**src/rtl/ide_sector_engine_if.sv**
```systemverilog
// Bus bundle for ide_sector_engine: command, byte streams, IDE register bus.
// slave = engine side; master = CPU buffer plus drive side.
interface ide_sector_engine_if;
  logic        cmd_valid;
  logic        cmd_ready;
  logic        cmd_write;
  logic [23:0] cmd_lba;
  logic [7:0]  rd_data;
  logic        rd_valid;
  logic        rd_ready;
  logic [7:0]  wr_data;
  logic        wr_valid;
  logic        wr_ready;
  logic        done;
  logic        error;
  logic        ide_ce_n;
  logic        ide_oe_n;
  logic        ide_we_n;
  logic [2:0]  ide_addr;
  logic [7:0]  ide_dout;
  logic [7:0]  ide_din;

  modport slave (
    input  cmd_valid, cmd_write, cmd_lba,
    input  rd_ready, wr_data, wr_valid, ide_din,
    output cmd_ready, rd_data, rd_valid, wr_ready,
    output done, error,
    output ide_ce_n, ide_oe_n, ide_we_n, ide_addr, ide_dout
  );

  modport master (
    output cmd_valid, cmd_write, cmd_lba,
    output rd_ready, wr_data, wr_valid, ide_din,
    input  cmd_ready, rd_data, rd_valid, wr_ready,
    input  done, error,
    input  ide_ce_n, ide_oe_n, ide_we_n, ide_addr, ide_dout
  );
endinterface

```
**src/rtl/ide_sector_engine.sv**
```systemverilog
// IDE task-file sequencer: programs LBA + command, polls status, moves one sector.
// Ports: clk, arst (async, active-high), bus_io (cmd, rd/wr streams, IDE bus).
module ide_sector_engine #(
  parameter int SECTOR_BYTES = 512,
  parameter int POLL_TIMEOUT = 4096
) (
  input logic               clk,
  input logic               arst,
  ide_sector_engine_if.slave bus_io
);

  localparam int PW = $clog2(POLL_TIMEOUT + 1);
  localparam logic [10:0]   NB   = 11'(SECTOR_BYTES);
  localparam logic [PW-1:0] PLST = PW'(POLL_TIMEOUT - 1);

  typedef enum logic [2:0] {
    S_IDLE, S_SETUP, S_CMD, S_POLL,
    S_XRD, S_XWR, S_DONE
  } state_t;

  state_t        state_q;
  logic [2:0]    step_q;
  logic          wr_q;
  logic [23:0]   lba_q;
  logic [10:0]   cnt_q;
  logic [PW-1:0] poll_q;
  logic [7:0]    rd_data_q;
  logic          rd_valid_q;
  logic          error_q;

  logic rd_more, rd_pop, rd_take, rd_last, wr_take;
  logic [7:0] din;

  assign din     = bus_io.ide_din;
  assign rd_more = (cnt_q != NB);
  assign rd_pop  = rd_valid_q && bus_io.rd_ready;
  // Fetch the next byte when the holding register is empty or draining now.
  assign rd_take = (state_q == S_XRD) && rd_more &&
                   (!rd_valid_q || bus_io.rd_ready);
  assign rd_last = (state_q == S_XRD) && !rd_more && rd_pop;
  assign wr_take = (state_q == S_XWR) && bus_io.wr_valid;

  // Bus strobes decode straight from state so arst kills them at once.
  always_comb begin
    bus_io.ide_ce_n = 1'b1;
    bus_io.ide_oe_n = 1'b1;
    bus_io.ide_we_n = 1'b1;
    bus_io.ide_addr = 3'd0;
    bus_io.ide_dout = 8'h00;
    unique case (state_q)
      S_SETUP: begin
        bus_io.ide_ce_n = 1'b0;
        bus_io.ide_we_n = 1'b0;
        bus_io.ide_addr = 3'd2 + step_q;
        unique case (step_q)
          3'd0:    bus_io.ide_dout = 8'h01;
          3'd1:    bus_io.ide_dout = lba_q[7:0];
          3'd2:    bus_io.ide_dout = lba_q[15:8];
          3'd3:    bus_io.ide_dout = lba_q[23:16];
          default: bus_io.ide_dout = 8'hE0;
        endcase
      end
      S_CMD: begin
        bus_io.ide_ce_n = 1'b0;
        bus_io.ide_we_n = 1'b0;
        bus_io.ide_addr = 3'd7;
        bus_io.ide_dout = wr_q ? 8'h30 : 8'h20;
      end
      S_POLL: begin
        bus_io.ide_ce_n = 1'b0;
        bus_io.ide_oe_n = 1'b0;
        bus_io.ide_addr = 3'd7;
      end
      S_XRD: begin
        bus_io.ide_ce_n = !rd_take;
        bus_io.ide_oe_n = !rd_take;
      end
      S_XWR: begin
        bus_io.ide_ce_n = !wr_take;
        bus_io.ide_we_n = !wr_take;
        bus_io.ide_dout = wr_take ? bus_io.wr_data : 8'h00;
      end
      default: ;
    endcase
  end

  always_ff @(posedge clk or posedge arst) begin
    if (arst) begin
      state_q    <= S_IDLE;
      step_q     <= 3'd0;
      wr_q       <= 1'b0;
      lba_q      <= 24'd0;
      cnt_q      <= 11'd0;
      poll_q     <= '0;
      rd_data_q  <= 8'h00;
      rd_valid_q <= 1'b0;
      error_q    <= 1'b0;
    end else begin
      error_q <= 1'b0;
      unique case (state_q)
        S_IDLE: begin
          if (bus_io.cmd_valid) begin
            wr_q    <= bus_io.cmd_write;
            lba_q   <= bus_io.cmd_lba;
            step_q  <= 3'd0;
            cnt_q   <= 11'd0;
            state_q <= S_SETUP;
          end
        end
        S_SETUP: begin
          if (step_q == 3'd4) state_q <= S_CMD;
          else step_q <= step_q + 3'd1;
        end
        S_CMD: begin
          poll_q  <= '0;
          state_q <= S_POLL;
        end
        S_POLL: begin
          if (din[0]) begin
            error_q <= 1'b1;
            state_q <= S_IDLE;
          end else if (!din[7] && din[3]) begin
            state_q <= wr_q ? S_XWR : S_XRD;
          end else if (poll_q == PLST) begin
            error_q <= 1'b1;
            state_q <= S_IDLE;
          end else begin
            poll_q <= poll_q + PW'(1);
          end
        end
        S_XRD: begin
          if (rd_take) begin
            rd_data_q  <= din;
            rd_valid_q <= 1'b1;
            cnt_q      <= cnt_q + 11'd1;
          end else if (rd_pop) begin
            rd_valid_q <= 1'b0;
          end
          if (rd_last) state_q <= S_IDLE;
        end
        S_XWR: begin
          if (wr_take) begin
            cnt_q <= cnt_q + 11'd1;
            if (cnt_q == NB - 11'd1) state_q <= S_DONE;
          end
        end
        S_DONE:  state_q <= S_IDLE;
        default: state_q <= S_IDLE;
      endcase
    end
  end

  assign bus_io.cmd_ready = (state_q == S_IDLE);
  assign bus_io.rd_data   = rd_data_q;
  assign bus_io.rd_valid  = rd_valid_q;
  assign bus_io.wr_ready  = wr_take;
  assign bus_io.done      = rd_last || (state_q == S_DONE);
  assign bus_io.error     = error_q;

endmodule

```
**src/flat_wrapper.sv**
```systemverilog
// flat-port wrapper written by rule: the top's interface ports become plain ports
module ide_sector_engine_flat 
#(
  parameter int SECTOR_BYTES = 512,
  parameter int POLL_TIMEOUT = 4096
)
  (clk, arst, bus_io_cmd_valid, bus_io_cmd_write, bus_io_cmd_lba, bus_io_rd_ready, bus_io_wr_data, bus_io_wr_valid, bus_io_ide_din, bus_io_cmd_ready, bus_io_rd_data, bus_io_rd_valid, bus_io_wr_ready, bus_io_done, bus_io_error, bus_io_ide_ce_n, bus_io_ide_oe_n, bus_io_ide_we_n, bus_io_ide_addr, bus_io_ide_dout);
  ide_sector_engine_if bus_io_i ();
  input logic clk;
  input logic arst;
  input wire logic [$bits(bus_io_i.cmd_valid)-1:0] bus_io_cmd_valid;
  input wire logic [$bits(bus_io_i.cmd_write)-1:0] bus_io_cmd_write;
  input wire logic [$bits(bus_io_i.cmd_lba)-1:0] bus_io_cmd_lba;
  input wire logic [$bits(bus_io_i.rd_ready)-1:0] bus_io_rd_ready;
  input wire logic [$bits(bus_io_i.wr_data)-1:0] bus_io_wr_data;
  input wire logic [$bits(bus_io_i.wr_valid)-1:0] bus_io_wr_valid;
  input wire logic [$bits(bus_io_i.ide_din)-1:0] bus_io_ide_din;
  output wire logic [$bits(bus_io_i.cmd_ready)-1:0] bus_io_cmd_ready;
  output wire logic [$bits(bus_io_i.rd_data)-1:0] bus_io_rd_data;
  output wire logic [$bits(bus_io_i.rd_valid)-1:0] bus_io_rd_valid;
  output wire logic [$bits(bus_io_i.wr_ready)-1:0] bus_io_wr_ready;
  output wire logic [$bits(bus_io_i.done)-1:0] bus_io_done;
  output wire logic [$bits(bus_io_i.error)-1:0] bus_io_error;
  output wire logic [$bits(bus_io_i.ide_ce_n)-1:0] bus_io_ide_ce_n;
  output wire logic [$bits(bus_io_i.ide_oe_n)-1:0] bus_io_ide_oe_n;
  output wire logic [$bits(bus_io_i.ide_we_n)-1:0] bus_io_ide_we_n;
  output wire logic [$bits(bus_io_i.ide_addr)-1:0] bus_io_ide_addr;
  output wire logic [$bits(bus_io_i.ide_dout)-1:0] bus_io_ide_dout;
  assign bus_io_i.cmd_valid = bus_io_cmd_valid;
  assign bus_io_i.cmd_write = bus_io_cmd_write;
  assign bus_io_i.cmd_lba = bus_io_cmd_lba;
  assign bus_io_i.rd_ready = bus_io_rd_ready;
  assign bus_io_i.wr_data = bus_io_wr_data;
  assign bus_io_i.wr_valid = bus_io_wr_valid;
  assign bus_io_i.ide_din = bus_io_ide_din;
  assign bus_io_cmd_ready = bus_io_i.cmd_ready;
  assign bus_io_rd_data = bus_io_i.rd_data;
  assign bus_io_rd_valid = bus_io_i.rd_valid;
  assign bus_io_wr_ready = bus_io_i.wr_ready;
  assign bus_io_done = bus_io_i.done;
  assign bus_io_error = bus_io_i.error;
  assign bus_io_ide_ce_n = bus_io_i.ide_ce_n;
  assign bus_io_ide_oe_n = bus_io_i.ide_oe_n;
  assign bus_io_ide_we_n = bus_io_i.ide_we_n;
  assign bus_io_ide_addr = bus_io_i.ide_addr;
  assign bus_io_ide_dout = bus_io_i.ide_dout;
  ide_sector_engine #(.SECTOR_BYTES(SECTOR_BYTES), .POLL_TIMEOUT(POLL_TIMEOUT)) u_core (.clk(clk), .arst(arst), .bus_io(bus_io_i));
endmodule
```
**config.mk**
```make
export PLATFORM = sky130hd
export DESIGN_NAME = ide_sector_engine_flat
export DESIGN_NICKNAME = d
export VERILOG_FILES = /design/src/rtl/ide_sector_engine_if.sv /design/src/rtl/ide_sector_engine.sv /design/src/flat_wrapper.sv
export SDC_FILE = /design/constraint.sdc
export NUM_CORES = 1
export LEC_CHECK = 0
export ABC_AREA = 1
export CAP_MARGIN = 20
export CORE_MARGIN = 1.5
export CORE_UTILIZATION = 52
export DETAILED_ROUTE_END_ITERATION = 8
export GPL_TIMING_DRIVEN = 0
export PLACE_DENSITY = 0.8
export SLEW_MARGIN = 10
export SYNTH_ARGS = -nofsm -noshare
export SYNTH_HDL_FRONTEND = slang
export SYNTH_SLANG_ARGS = --single-unit
export TNS_END_PERCENT = 10
```
**constraint.sdc**
```tcl
create_clock -name clk -period 2.75 [get_ports clk]
set_input_delay 0.4125 -clock clk [delete_from_list [all_inputs] [get_ports clk]]
set_output_delay 0.4125 -clock clk [all_outputs]
set_load 0.05 [all_outputs]
```
==> reports/results.tsv <==
stage	metric	value	unit
outcome	status	finished, final reports clean	
grt	first_global_vias	3492	
critical_path	rr_startpoint	u_core.cnt_q[0]$_DFFE_PP0P_	
sta	finalCritPeriodShare	98.9	%
sta	slew_viol_final	0	
floorplanning	start_util	54.7	%
critical_path	critPathCapture	bus_io_ide_dout[5]	
route	dr.pass1.iters	5	
critical_path	cp_slowest_cell	dlygate4sd2_1	
synth	synth_area	3780	sq um
critical_path	crit_path_start_kind	register	
placement	gp_congestion	0.890	
sta	maxSlewHeadroom	46.6	%
route	drtIter0Drc	136	
route	ant_nets	0	
pwr	p_leak	2.29	nW
sta	setup_viol	0	
sta	max_freq	367	MHz
clock_network	cts_buffers	9	
sta	tightest_slew	0.801	ns
worst_hold_path	worstHoldPathType	reg2reg	
critical_path	worst-path-buf-inv	3	
critical_path	worstSetupPathType	reg2out	
finish	finalCoreUtilization	69.7	%
sta	fin_crit	2.72	ns
clock_network	cts-root-buf	clkbuf_8	
grt	grt_pass1_wl	15.5	mm
pwr	p_total	4.50	mW
synth	synthTopCellsByArea	dfrtp_1 43%, nand2_1 13%, mux2_1 5.1%	
route	routed_wl	9.14	mm
clock_network	cts_tree	built	
finish	num-nets-final	617	
sta	rsz0062_at_grt	true	
pwr	ir_worst_vdd	770	uV
critical_path	r2r_cells	9	
pwr	pwr_density_cell	935	nW/um^2
critical_path	crit_cells	9	
placement	dp_hpwl	6.59	mm
synth	synth.largest_area_cell	dfrtp_1	
synth	ys_warn_count	0	
synth	synth_cells	480	
critical_path	timing.critical_path.from	u_core.step_q[1]$_DFFE_PP0P_	
synth	ys.flop_type	dfrtp_1	
synth	synth-edff-count	0	
placement	dp_slack	-0.126	ns
finish	area_delta_synth_final	27.5	%
synth	yosysMostFrequentCell	nand2_1	
clock_network	post_cts_buffers	0	
clock_network	insertion_delay	0.34	ns
grt	track_usage	25.5	%
floorplanning	rows	30	
grt	antenna_found_initial	0	
critical_path	r2r_slack	0.99	ns
route	via_per_inst	5.34	
floorplanning	die_w	88.2	microns
route	drc	0	
critical_path	crit_family	buffers and inverters	
critical_path	arrival	2.31	ns
critical_path	cpPeakStageDelay	0.53	ns
clock_network	clkSinkCount	65	
grt	grt_max_degree	66	
sta	fin_skew	0.00478	ns
grt	grt.overflow.total	0	
job	max_cap_viol_count	0	
synth	ys_ff_latch	65	
synth	syn_avg_cell_area	7.87	sq um
synth	synth_top_cell_area_share	43.1	%
synth	synthArstFlopShare	100	%
synth	synth_cell_types	36	
floorplanning	die_area	7780	sq um
critical_path	crit_required	2.34	ns
route	vias	3545	
finish	num-fill-cells	588	
clock_network	path_clk_slew	0.07	ns
synth	synthTopCellsByCount	133 x nand2_1, 65 x dfrtp_1, 50 x nor2_1	
synth	syn-num-nets	534	
finish	diodes	0	
sta	setup_tns	0	ns
floorplanning	ios	73	
critical_path	r2r-end	u_core.cnt_q[8]$_DFFE_PP0P_	
finish	drive_above_1_share	10.6	%
critical_path	endpoint_kind	primary output	
critical_path	path_max_fanout	9	
clock_network	htree_levels	3	
sta	hold_violations	0	
sta	setup_slack	0.0289	ns
placement	dp_cells	648	
worst_hold_path	min_from	u_core.lba_q[2]$_DFFE_PP0P_	
finish	fin_cells	664	
floorplanning	fp.dieH	88.2	microns
clock_network	cts_buffer_depth	2	
floorplanning	coreArea	6910	sq um
critical_path	crit_chain	inv_1 > ha_1 > inv_1 > nor2_2 > nand2_1 > nand4_1 > nand2_1 > nand3_1 > dlygate4sd2_1	
placement	io_buffer_count	72	
synth	ys_seq_area_share	43.1	%
route	wl_per_cell	13.8	microns
[power breakdown]
group          switching (mW)  internal, mW
clock                   0.369         0.506
sequential              0.190          1.26
combinational            1.47         0.704
[per-layer routing]
metal / track usage (%) / routed length [microns] / vias up / part of all wire [%]
li1: - / - / 1724 / -
met1: 32.1 / 4080 / 1696 / 45
met2: 44.4 / 4440 / 108 / 49
met3: 4.76 / 498 / 17 / 5.4
met4: 8.10 / 116 / 0 / 1.3
met5: 0 / 0 / - / 0
[sequential cells by signal, indices dropped and copies added, names as in the netlist]
| signal | cells |
|---|---|
| u_core.poll_q | 13 |
| u_core.lba_q | 24 |
| u_core.bus_io.rd_valid | 1 |
| u_core.bus_io.error | 1 |
| u_core.cnt_q | 11 |
| u_core.step_q | 3 |
| u_core.bus_io.rd_data | 8 |
| u_core.state_q | 3 |
| u_core.wr_q | 1 |
[final cells by class]
cell class,count,area (sq um),area share (%)
buffer,13,103,2.13
clock buffer,10,128,2.65
clock inverter,6,82.6,1.72
inverter,54,208,4.31
multi-input combinational,348,1840,38.3
sequential,65,1630,33.8
tap,96,120,2.49
timing repair buffer,72,703,14.6
[through the flow]
| step | area, sq um | hold WS [ns] |
|---|---|---|
| 2_1_floorplan | 3780 | 0.464 |
| 3_3_place_gp | 4620 | 0.474 |
| 3_5_place_dp | 4620 | 0.483 |
| 4_1_cts | 4820 | 0.499 |
| 5_1_grt | 4810 | 0.513 |
| 6_report | 4810 | 0.495 |
[cells by family after synthesis]
group	Yosys count	synth area share, %
adder cells (fa/ha/maj)	8	2.65
buffers and inverters	67	8.15
multiplexers	19	5.67
AO/OA/AOI/OAI	61	8.71
AND/OR/NAND/NOR	254	30.4
flip-flops	65	43.1
XOR/XNOR	6	1.39
[worst min path at each step]
stage / to / slack (ns) / cells past startpoint
2_1_floorplan: u_core.lba_q[16]$_DFFE_PP0P_ / 0.46 / 1
3_3_place_gp: u_core.bus_io.rd_data[3]$_DFFE_PP0P_ / 0.47 / 1
3_5_place_dp: u_core.lba_q[2]$_DFFE_PP0P_ / 0.48 / 1
4_1_cts: u_core.lba_q[2]$_DFFE_PP0P_ / 0.50 / 1
5_1_grt: u_core.lba_q[10]$_DFFE_PP0P_ / 0.51 / 1
6_report: u_core.lba_q[2]$_DFFE_PP0P_ / 0.50 / 1
[timing repair]
action / 4_1_cts / 5_1_grt
resized for setup: 20 / 16
hold buffers: 0 / 0
endpoints found under the setup margin: 13 / 14
[layout by cell type (no fill, tap or decap), types with 9 or more instances in the layout]
master,synthesis,layout
a21oi_1,17,17
clkbuf_8,0,9
clkdlybuf4s50_1,0,56
dfrtp_1,65,65
inv_1,49,48
mux2_1,17,17
nand2_1,133,133
nand3_1,28,28
nand4_1,21,21
nor2_1,50,49
o21ai_0,21,21
o21ai_1,15,15
Power figures use the tool's default switching activity.
